<file path="config.mk">
export PLATFORM = sky130hd
export DESIGN_NAME = instr_load_arbiter_flat
export DESIGN_NICKNAME = d
export VERILOG_FILES = /design/src/rtl/instr_load_arbiter_if.sv /design/src/rtl/instr_load_arbiter.sv /design/src/flat_wrapper.sv
export SDC_FILE = /design/constraint.sdc
export NUM_CORES = 1
export LEC_CHECK = 0
export CELL_PAD_IN_SITES_DETAIL_PLACEMENT = 2
export CELL_PAD_IN_SITES_GLOBAL_PLACEMENT = 2
export CORE_MARGIN = 2
export CORE_UTILIZATION = 25
export DETAILED_ROUTE_END_ITERATION = 6
export PLACE_DENSITY = 0.88
export SETUP_SLACK_MARGIN = 0.3
export SLEW_MARGIN = 20
export SYNTH_ARGS = -nofsm -noshare
export SYNTH_HDL_FRONTEND = slang
export SYNTH_SLANG_ARGS = --single-unit
</file>
<file path="constraint.sdc">
create_clock -name clk -period 3.6 [get_ports clk]
set_input_delay 1.08 -clock clk [delete_from_list [all_inputs] [get_ports clk]]
set_output_delay 1.08 -clock clk [all_outputs]
set_load 0.005 [all_outputs]
</file>
<file path="src/rtl/instr_load_arbiter_if.sv">
// Requester, consumer and instr_register-facing signals of instr_load_arbiter.
// Operands are two's complement; every bus is carried as plain logic.
interface instr_load_arbiter_if #(
  parameter int NUM_REQ = 2,
  parameter int DEPTH   = 32,
  parameter int OPC_W   = 4,
  parameter int OPR_W   = 32
);
  localparam int ADDR_W = $clog2(DEPTH);

  logic [NUM_REQ-1:0]       req_valid;
  logic [NUM_REQ*OPC_W-1:0] req_opcode;
  logic [NUM_REQ*OPR_W-1:0] req_operand_a;
  logic [NUM_REQ*OPR_W-1:0] req_operand_b;
  logic [NUM_REQ-1:0]       req_ready;
  logic                     rd_next;
  logic                     flush_req;
  logic                     load_en;
  logic [OPC_W-1:0]         opcode;
  logic [OPR_W-1:0]         operand_a;
  logic [OPR_W-1:0]         operand_b;
  logic [ADDR_W-1:0]        write_pointer;
  logic [ADDR_W-1:0]        read_pointer;
  logic [ADDR_W:0]          count;
  logic                     full;
  logic                     empty;
  logic                     busy;
  logic                     flush_done;

  modport slave (
    input  req_valid, req_opcode, req_operand_a, req_operand_b, rd_next, flush_req,
    output req_ready, load_en, opcode, operand_a, operand_b, write_pointer,
           read_pointer, count, full, empty, busy, flush_done
  );

  modport master (
    output req_valid, req_opcode, req_operand_a, req_operand_b, rd_next, flush_req,
    input  req_ready, load_en, opcode, operand_a, operand_b, write_pointer,
           read_pointer, count, full, empty, busy, flush_done
  );
endinterface

</file>
<file path="src/rtl/instr_load_arbiter.sv">
// Round-robin loader for instr_register with circular pointers and a DEPTH-cycle FLUSH.
// Write appears 1 cycle after the handshake; ready drops when full, flushing or flush_req.
module instr_load_arbiter #(
  parameter int NUM_REQ = 2,
  parameter int DEPTH   = 32,
  parameter int OPC_W   = 4,
  parameter int OPR_W   = 32
) (
  input  logic                 clk,
  input  logic                 reset_n,
  instr_load_arbiter_if.slave  bus
);
  localparam int ADDR_W = $clog2(DEPTH);
  localparam int RR_W   = (NUM_REQ > 1) ? $clog2(NUM_REQ) : 1;

  typedef enum logic {ARB, FLUSH} state_t;

  state_t              state_q, state_d;
  logic [RR_W-1:0]     rr_last, win, cand;
  logic                found;
  logic [ADDR_W-1:0]   wr_ptr, rd_ptr, flush_idx, wp_q;
  logic [ADDR_W:0]     cnt;
  logic                busy_q, done_q, load_q;
  logic [OPC_W-1:0]    opc_q;
  logic [OPR_W-1:0]    a_q, b_q;
  logic                full, empty, flush_go, can_grant, transfer, do_rd, flush_last;

  assign full       = (cnt == (ADDR_W+1)'(DEPTH));
  assign empty      = (cnt == '0);
  assign flush_last = (flush_idx == ADDR_W'(DEPTH-1));

  // busy_q still covers the final flush write cycle, after the FSM is back in ARB
  assign flush_go  = (state_q == ARB) && !busy_q && bus.flush_req;
  assign can_grant = (state_q == ARB) && !busy_q && !bus.flush_req && !full && found;
  assign do_rd     = (state_q == ARB) && !busy_q && !bus.flush_req && bus.rd_next && !empty;

  always_comb begin
    found = 1'b0;
    win   = rr_last;
    cand  = rr_last;
    for (int k = 1; k <= NUM_REQ; k++) begin
      cand = RR_W'((int'(rr_last) + k) % NUM_REQ);
      if (!found && bus.req_valid[cand]) begin
        found = 1'b1;
        win   = cand;
      end
    end
  end

  assign bus.req_ready = can_grant ? (NUM_REQ'(1) << win) : '0;
  assign transfer      = |(bus.req_valid & bus.req_ready);

  always_comb begin
    state_d = state_q;
    case (state_q)
      ARB:     if (flush_go) state_d = FLUSH;
      FLUSH:   if (flush_last) state_d = ARB;
      default: state_d = ARB;
    endcase
  end

  always_ff @(posedge clk or negedge reset_n) begin
    if (!reset_n) state_q <= ARB;
    else          state_q <= state_d;
  end

  always_ff @(posedge clk or negedge reset_n) begin
    if (!reset_n) begin
      rr_last   <= RR_W'(NUM_REQ-1);
      wr_ptr    <= '0;
      rd_ptr    <= '0;
      cnt       <= '0;
      flush_idx <= '0;
      busy_q    <= 1'b0;
      done_q    <= 1'b0;
      load_q    <= 1'b0;
      opc_q     <= '0;
      a_q       <= '0;
      b_q       <= '0;
      wp_q      <= '0;
    end else if (state_q == FLUSH) begin
      load_q    <= 1'b1;
      opc_q     <= '0;
      a_q       <= '0;
      b_q       <= '0;
      wp_q      <= flush_idx;
      flush_idx <= flush_idx + ADDR_W'(1);
      busy_q    <= 1'b1;
      done_q    <= flush_last;
      if (flush_last) begin
        wr_ptr <= '0;
        rd_ptr <= '0;
        cnt    <= '0;
      end
    end else if (flush_go) begin
      load_q    <= 1'b1;
      opc_q     <= '0;
      a_q       <= '0;
      b_q       <= '0;
      wp_q      <= '0;
      flush_idx <= ADDR_W'(1);
      busy_q    <= 1'b1;
      done_q    <= 1'b0;
    end else begin
      busy_q <= 1'b0;
      done_q <= 1'b0;
      load_q <= transfer;
      if (transfer) begin
        opc_q   <= bus.req_opcode[win*OPC_W +: OPC_W];
        a_q     <= bus.req_operand_a[win*OPR_W +: OPR_W];
        b_q     <= bus.req_operand_b[win*OPR_W +: OPR_W];
        wp_q    <= wr_ptr;
        wr_ptr  <= wr_ptr + ADDR_W'(1);
        rr_last <= win;
      end
      if (do_rd) rd_ptr <= rd_ptr + ADDR_W'(1);
      if (transfer && !do_rd)      cnt <= cnt + (ADDR_W+1)'(1);
      else if (!transfer && do_rd) cnt <= cnt - (ADDR_W+1)'(1);
    end
  end

  assign bus.load_en       = load_q;
  assign bus.opcode        = opc_q;
  assign bus.operand_a     = a_q;
  assign bus.operand_b     = b_q;
  assign bus.write_pointer = wp_q;
  assign bus.read_pointer  = rd_ptr;
  assign bus.count         = cnt;
  assign bus.full          = full;
  assign bus.empty         = empty;
  assign bus.busy          = busy_q;
  assign bus.flush_done    = done_q;
endmodule

</file>
<file path="src/flat_wrapper.sv">
// flat-port wrapper written by rule: the top's interface ports become plain ports
module instr_load_arbiter_flat 
#(
  parameter int NUM_REQ = 2,
  parameter int DEPTH   = 32,
  parameter int OPC_W   = 4,
  parameter int OPR_W   = 32
)
  (clk, reset_n, bus_req_valid, bus_req_opcode, bus_req_operand_a, bus_req_operand_b, bus_rd_next, bus_flush_req, bus_req_ready, bus_load_en, bus_opcode, bus_operand_a, bus_operand_b, bus_write_pointer, bus_read_pointer, bus_count, bus_full, bus_empty, bus_busy, bus_flush_done);
  instr_load_arbiter_if #(.NUM_REQ(NUM_REQ), .DEPTH(DEPTH), .OPC_W(OPC_W), .OPR_W(OPR_W)) bus_i ();
  input  logic clk;
  input  logic reset_n;
  input wire logic [$bits(bus_i.req_valid)-1:0] bus_req_valid;
  input wire logic [$bits(bus_i.req_opcode)-1:0] bus_req_opcode;
  input wire logic [$bits(bus_i.req_operand_a)-1:0] bus_req_operand_a;
  input wire logic [$bits(bus_i.req_operand_b)-1:0] bus_req_operand_b;
  input wire logic [$bits(bus_i.rd_next)-1:0] bus_rd_next;
  input wire logic [$bits(bus_i.flush_req)-1:0] bus_flush_req;
  output wire logic [$bits(bus_i.req_ready)-1:0] bus_req_ready;
  output wire logic [$bits(bus_i.load_en)-1:0] bus_load_en;
  output wire logic [$bits(bus_i.opcode)-1:0] bus_opcode;
  output wire logic [$bits(bus_i.operand_a)-1:0] bus_operand_a;
  output wire logic [$bits(bus_i.operand_b)-1:0] bus_operand_b;
  output wire logic [$bits(bus_i.write_pointer)-1:0] bus_write_pointer;
  output wire logic [$bits(bus_i.read_pointer)-1:0] bus_read_pointer;
  output wire logic [$bits(bus_i.count)-1:0] bus_count;
  output wire logic [$bits(bus_i.full)-1:0] bus_full;
  output wire logic [$bits(bus_i.empty)-1:0] bus_empty;
  output wire logic [$bits(bus_i.busy)-1:0] bus_busy;
  output wire logic [$bits(bus_i.flush_done)-1:0] bus_flush_done;
  assign bus_i.req_valid = bus_req_valid;
  assign bus_i.req_opcode = bus_req_opcode;
  assign bus_i.req_operand_a = bus_req_operand_a;
  assign bus_i.req_operand_b = bus_req_operand_b;
  assign bus_i.rd_next = bus_rd_next;
  assign bus_i.flush_req = bus_flush_req;
  assign bus_req_ready = bus_i.req_ready;
  assign bus_load_en = bus_i.load_en;
  assign bus_opcode = bus_i.opcode;
  assign bus_operand_a = bus_i.operand_a;
  assign bus_operand_b = bus_i.operand_b;
  assign bus_write_pointer = bus_i.write_pointer;
  assign bus_read_pointer = bus_i.read_pointer;
  assign bus_count = bus_i.count;
  assign bus_full = bus_i.full;
  assign bus_empty = bus_i.empty;
  assign bus_busy = bus_i.busy;
  assign bus_flush_done = bus_i.flush_done;
  instr_load_arbiter #(.NUM_REQ(NUM_REQ), .DEPTH(DEPTH), .OPC_W(OPC_W), .OPR_W(OPR_W)) u_core (.clk(clk), .reset_n(reset_n), .bus(bus_i));
endmodule
</file>
==> qor.txt <==
final hold violation count - 0
Bufs on Longest Clock Path - 2
top-level port count - 233
simple logic cell fraction of the synthesized area - 0.0572
multiplexer share of the synthesized area - 0.143
vias in the first global route - 4858
arithmetic-cell share of the synthesized area counting full adders, half adders and majority gates - 0.0274
Layout Area Growth over Synthesis - 63.6%
worst slew margin relative to its limit - 0.440
fraction of registers with async set/reset - 1.00
die span in x - 143 um
time the worst path needs with I/O delays and setup - 3.24 ns
Max Clk Rate - 0.309 GHz
CTS Root Buffer Type - sky130_fd_sc_hd__clkbuf_16
All-Layer GR Usage - 0.175
share of cells above drive strength 1 - 0.114
Compound-Gate Fraction of Synth Area - 0.191
drt first-iter violations - 71
post-synthesis area per instance - 12.4 um2
Tightest Hold Check Type - reg2reg
post-DR wirelength/cell - 20.7 um
crit end category - primary output
Worst Path Class, Setup - in2out
dominant synthesized flop cell - sky130_fd_sc_hd__dfrtp_1
Pins Over Slew Limit - 0
synthesized area - 4840 um2
portion of the clock cycle consumed by the worst path in the final layout - 0.900
final instance count without filler cells - 894
sequential area share after synthesis - 0.512
global-route wire length before repair - 27800 um
via density per instance - 4.76
Setup WS pre-CTS - -0.482 ns
transition time at the pin with the least slew margin - 0.829 ns
most frequent cells in the layout - sky130_fd_sc_hd__clkdlybuf4s50_1, sky130_fd_sc_hd__dfrtp_1, sky130_fd_sc_hd__mux2i_1, sky130_fd_sc_hd__o2bb2ai_1, sky130_fd_sc_hd__buf_4
leading cell type in the layout, fill and taps excluded - sky130_fd_sc_hd__clkdlybuf4s50_1
worst-skew pair later-pin latency - 0.34 ns
Routed WL - 18500 um
count of distinct cell types in the synthesized netlist - 43
total congestion overflow - 0
die footprint - 20500 um2
fill cell total of the finished layout - 1895
Clock Skews - 0.0103 ns
total number of vias - 4257
cell types occupying the most area after synthesis - sky130_fd_sc_hd__dfrtp_1, sky130_fd_sc_hd__mux2i_1, sky130_fd_sc_hd__o2bb2ai_1
warning count from the yosys run - 0
Num Clock Sinks - 99
largest net degree at the start of global routing - 52
DIE HEIGHT - 143 um
Req. time, crit path - 2.52 ns
area share of xor/xnor cells in the synthesized design - 0.0217
antenna violations before repair - 0
starting utilization of the core area - 0.257
synthesized netlist cell count - 391
placer congestion estimate - 0.819
crit path setup slack, layout - 0.361 ns
cts bufs inserted - 9
H-tree level count - 3
leading area contributor after synthesis - sky130_fd_sc_hd__dfrtp_1
critical-path maximum fanout - 3
data arrival time of the worst path - 2.16 ns
power density over the cells - 511 nW/um2
standard-cell rows - 50
count of final setup violators - 0
power after layout - 4050 uW
total DRC errors in the routed layout - 0
HPWL reported at the end of detailed placement - 14400 um
IR Drop Worst-Case VDD - 0.000298 V
main combinational cell family by area after synthesis - compound AO/OA/AOI/OAI gates
Pre-Repair DR Iteration Count - 4
RSZ-0062 raised after global routing - false
hold slack final - 0.491 ns
remaining antenna violation count after routing - 0
number of flops mapped to enable cells by yosys - 0
clock slew at reported path FFs - 0.07 ns
Antenna diodes - 0
flip-flop and latch count after synthesis - 99
leakage power summed over all cells - 0.00337 uW
number of input and output port buffers inserted - 232
Post-layout nets - 782
post-synthesis net count - 543
area fraction of the dominant cell type after synthesis - 0.507
floorplan core area - 18800 um2
number of max-cap violations - 0
run status - complete, no violations
Startpoint Class - input port
placed instance count - 876
CTS tree - built
-- worst paths after layout --
kind	startpoint	endpoint	slack, ns	depth (start not counted)
max	bus_req_valid[0]	bus_req_ready[0]	0.36	7
min	u_core.bus.operand_a[12]$_DFFE_PN0P_	u_core.bus.operand_a[12]$_DFFE_PN0P_	0.49	1
max reg2reg	u_core.bus.count[2]$_DFFE_PN0P_	u_core.bus.count[5]$_DFFE_PN0P_	0.59	11
min reg2reg	u_core.bus.operand_a[12]$_DFFE_PN0P_	u_core.bus.operand_a[12]$_DFFE_PN0P_	0.49	1
max in group asynchronous	reset_n	u_core.bus.operand_b[3]$_DFFE_PN0P_	2.07	2
min in group asynchronous	reset_n	u_core.bus.write_pointer[3]$_DFFE_PN0P_	0.78	1
-- metrics by stage --
| stage | TNS (ns) | util | instance area, um2 |
|---|---|---|---|
| finish | 0 | 0.420 | 7910 |
| floorplan | 0 | - | 4840 |
| CTS | 0 | 0.416 | 7840 |
| global placement | -0.688 | 0.398 | 7500 |
| global route | 0 | 0.420 | 7910 |
| detailed placement | -1.08 | 0.398 | 7500 |
-- synthesized netlist by cell type, types with 3 or more instances --
| cell type | n |
|---|---|
| sky130_fd_sc_hd__a211oi_1 | 3 |
| sky130_fd_sc_hd__a21o_1 | 3 |
| sky130_fd_sc_hd__a2bb2oi_1 | 5 |
| sky130_fd_sc_hd__and2_1 | 5 |
| sky130_fd_sc_hd__and3_1 | 3 |
| sky130_fd_sc_hd__buf_2 | 8 |
| sky130_fd_sc_hd__buf_4 | 4 |
| sky130_fd_sc_hd__clkbuf_1 | 9 |
| sky130_fd_sc_hd__dfrtp_1 | 98 |
| sky130_fd_sc_hd__ha_1 | 9 |
| sky130_fd_sc_hd__inv_1 | 13 |
| sky130_fd_sc_hd__mux2i_1 | 69 |
| sky130_fd_sc_hd__nand2_1 | 13 |
| sky130_fd_sc_hd__nand3_1 | 12 |
| sky130_fd_sc_hd__nand4_1 | 3 |
| sky130_fd_sc_hd__nor2_1 | 8 |
| sky130_fd_sc_hd__o21ai_0 | 18 |
| sky130_fd_sc_hd__o2bb2ai_1 | 58 |
| sky130_fd_sc_hd__o2bb2ai_2 | 10 |
| sky130_fd_sc_hd__xnor2_1 | 5 |
| sky130_fd_sc_hd__xor2_1 | 7 |
-- metal layers --
metal  global-route usage  routed length (um)  vias to the layer above
met5                    0                   0                        -
met4               0.0568                 366                        0
met3               0.0309                1040                       26
met2                0.341               10100                      155
met1                0.190                6970                     2142
li1                     -                   -                     1934
-- critical path, cell delays in order --
cell and delay, ns:
sky130_fd_sc_hd__dlygate4sd2_1 0.25, sky130_fd_sc_hd__or2_4 0.23, sky130_fd_sc_hd__o31a_4 0.12, sky130_fd_sc_hd__nand2_4 0.09
sky130_fd_sc_hd__inv_4 0.05, sky130_fd_sc_hd__and2_4 0.14, sky130_fd_sc_hd__clkdlybuf4s15_1 0.20
-- cell families (layout without fill, tap and decap cells) --
kind of cell             count (synthesis)  in the layout
adder cells (fa/ha/maj)                 10             10
AND/OR/NAND/NOR                         53             53
AO/OA/AOI/OAI                          107            107
buffers and inverters                   41            284
multiplexers                            69             69
XOR/XNOR                                12             12
flip-flops                              99             99
-- power breakdown --
group	internal [uW]	switching (uW)
registers	1250	140
logic	840	848
clock network	555	416
-- sequential cells by signal, summed over array words and instances (netlist names) --
register	count
u_core.wr_ptr	5
u_core.bus.flush_done	1
u_core.bus.busy	1
u_core.flush_idx	5
u_core.bus.operand_b	32
u_core.bus.write_pointer	5
u_core.bus.load_en	1
u_core.rr_last	1
u_core.bus.operand_a	32
u_core.bus.opcode	4
u_core.bus.read_pointer	5
u_core.bus.count	6
u_core.state_q	1
-- layout make-up --
type / count / area, um2 / area share
Clock buffer: 11 / 243 / 0.0307
Clock inverter: 4 / 51.3 / 0.00648
Inverter: 14 / 60.1 / 0.00759
Multi-Input combinational cell: 251 / 2250 / 0.284
Sequential cell: 99 / 2480 / 0.313
Tap cell: 260 / 325 / 0.0411
Timing Repair Buffer: 255 / 2510 / 0.317
-- repair_timing --
| item | CTS | global route |
|---|---|---|
| hold endpoints to repair | 0 | 0 |
| pin swaps | 4 | 7 |
| hold buffers | 0 | 0 |
| gates resized for setup | 17 | 16 |
| setup endpoints to repair | 4 | 4 |
| setup buffers | 0 | 3 |
Note: power is estimated with default switching activity, not from simulation.
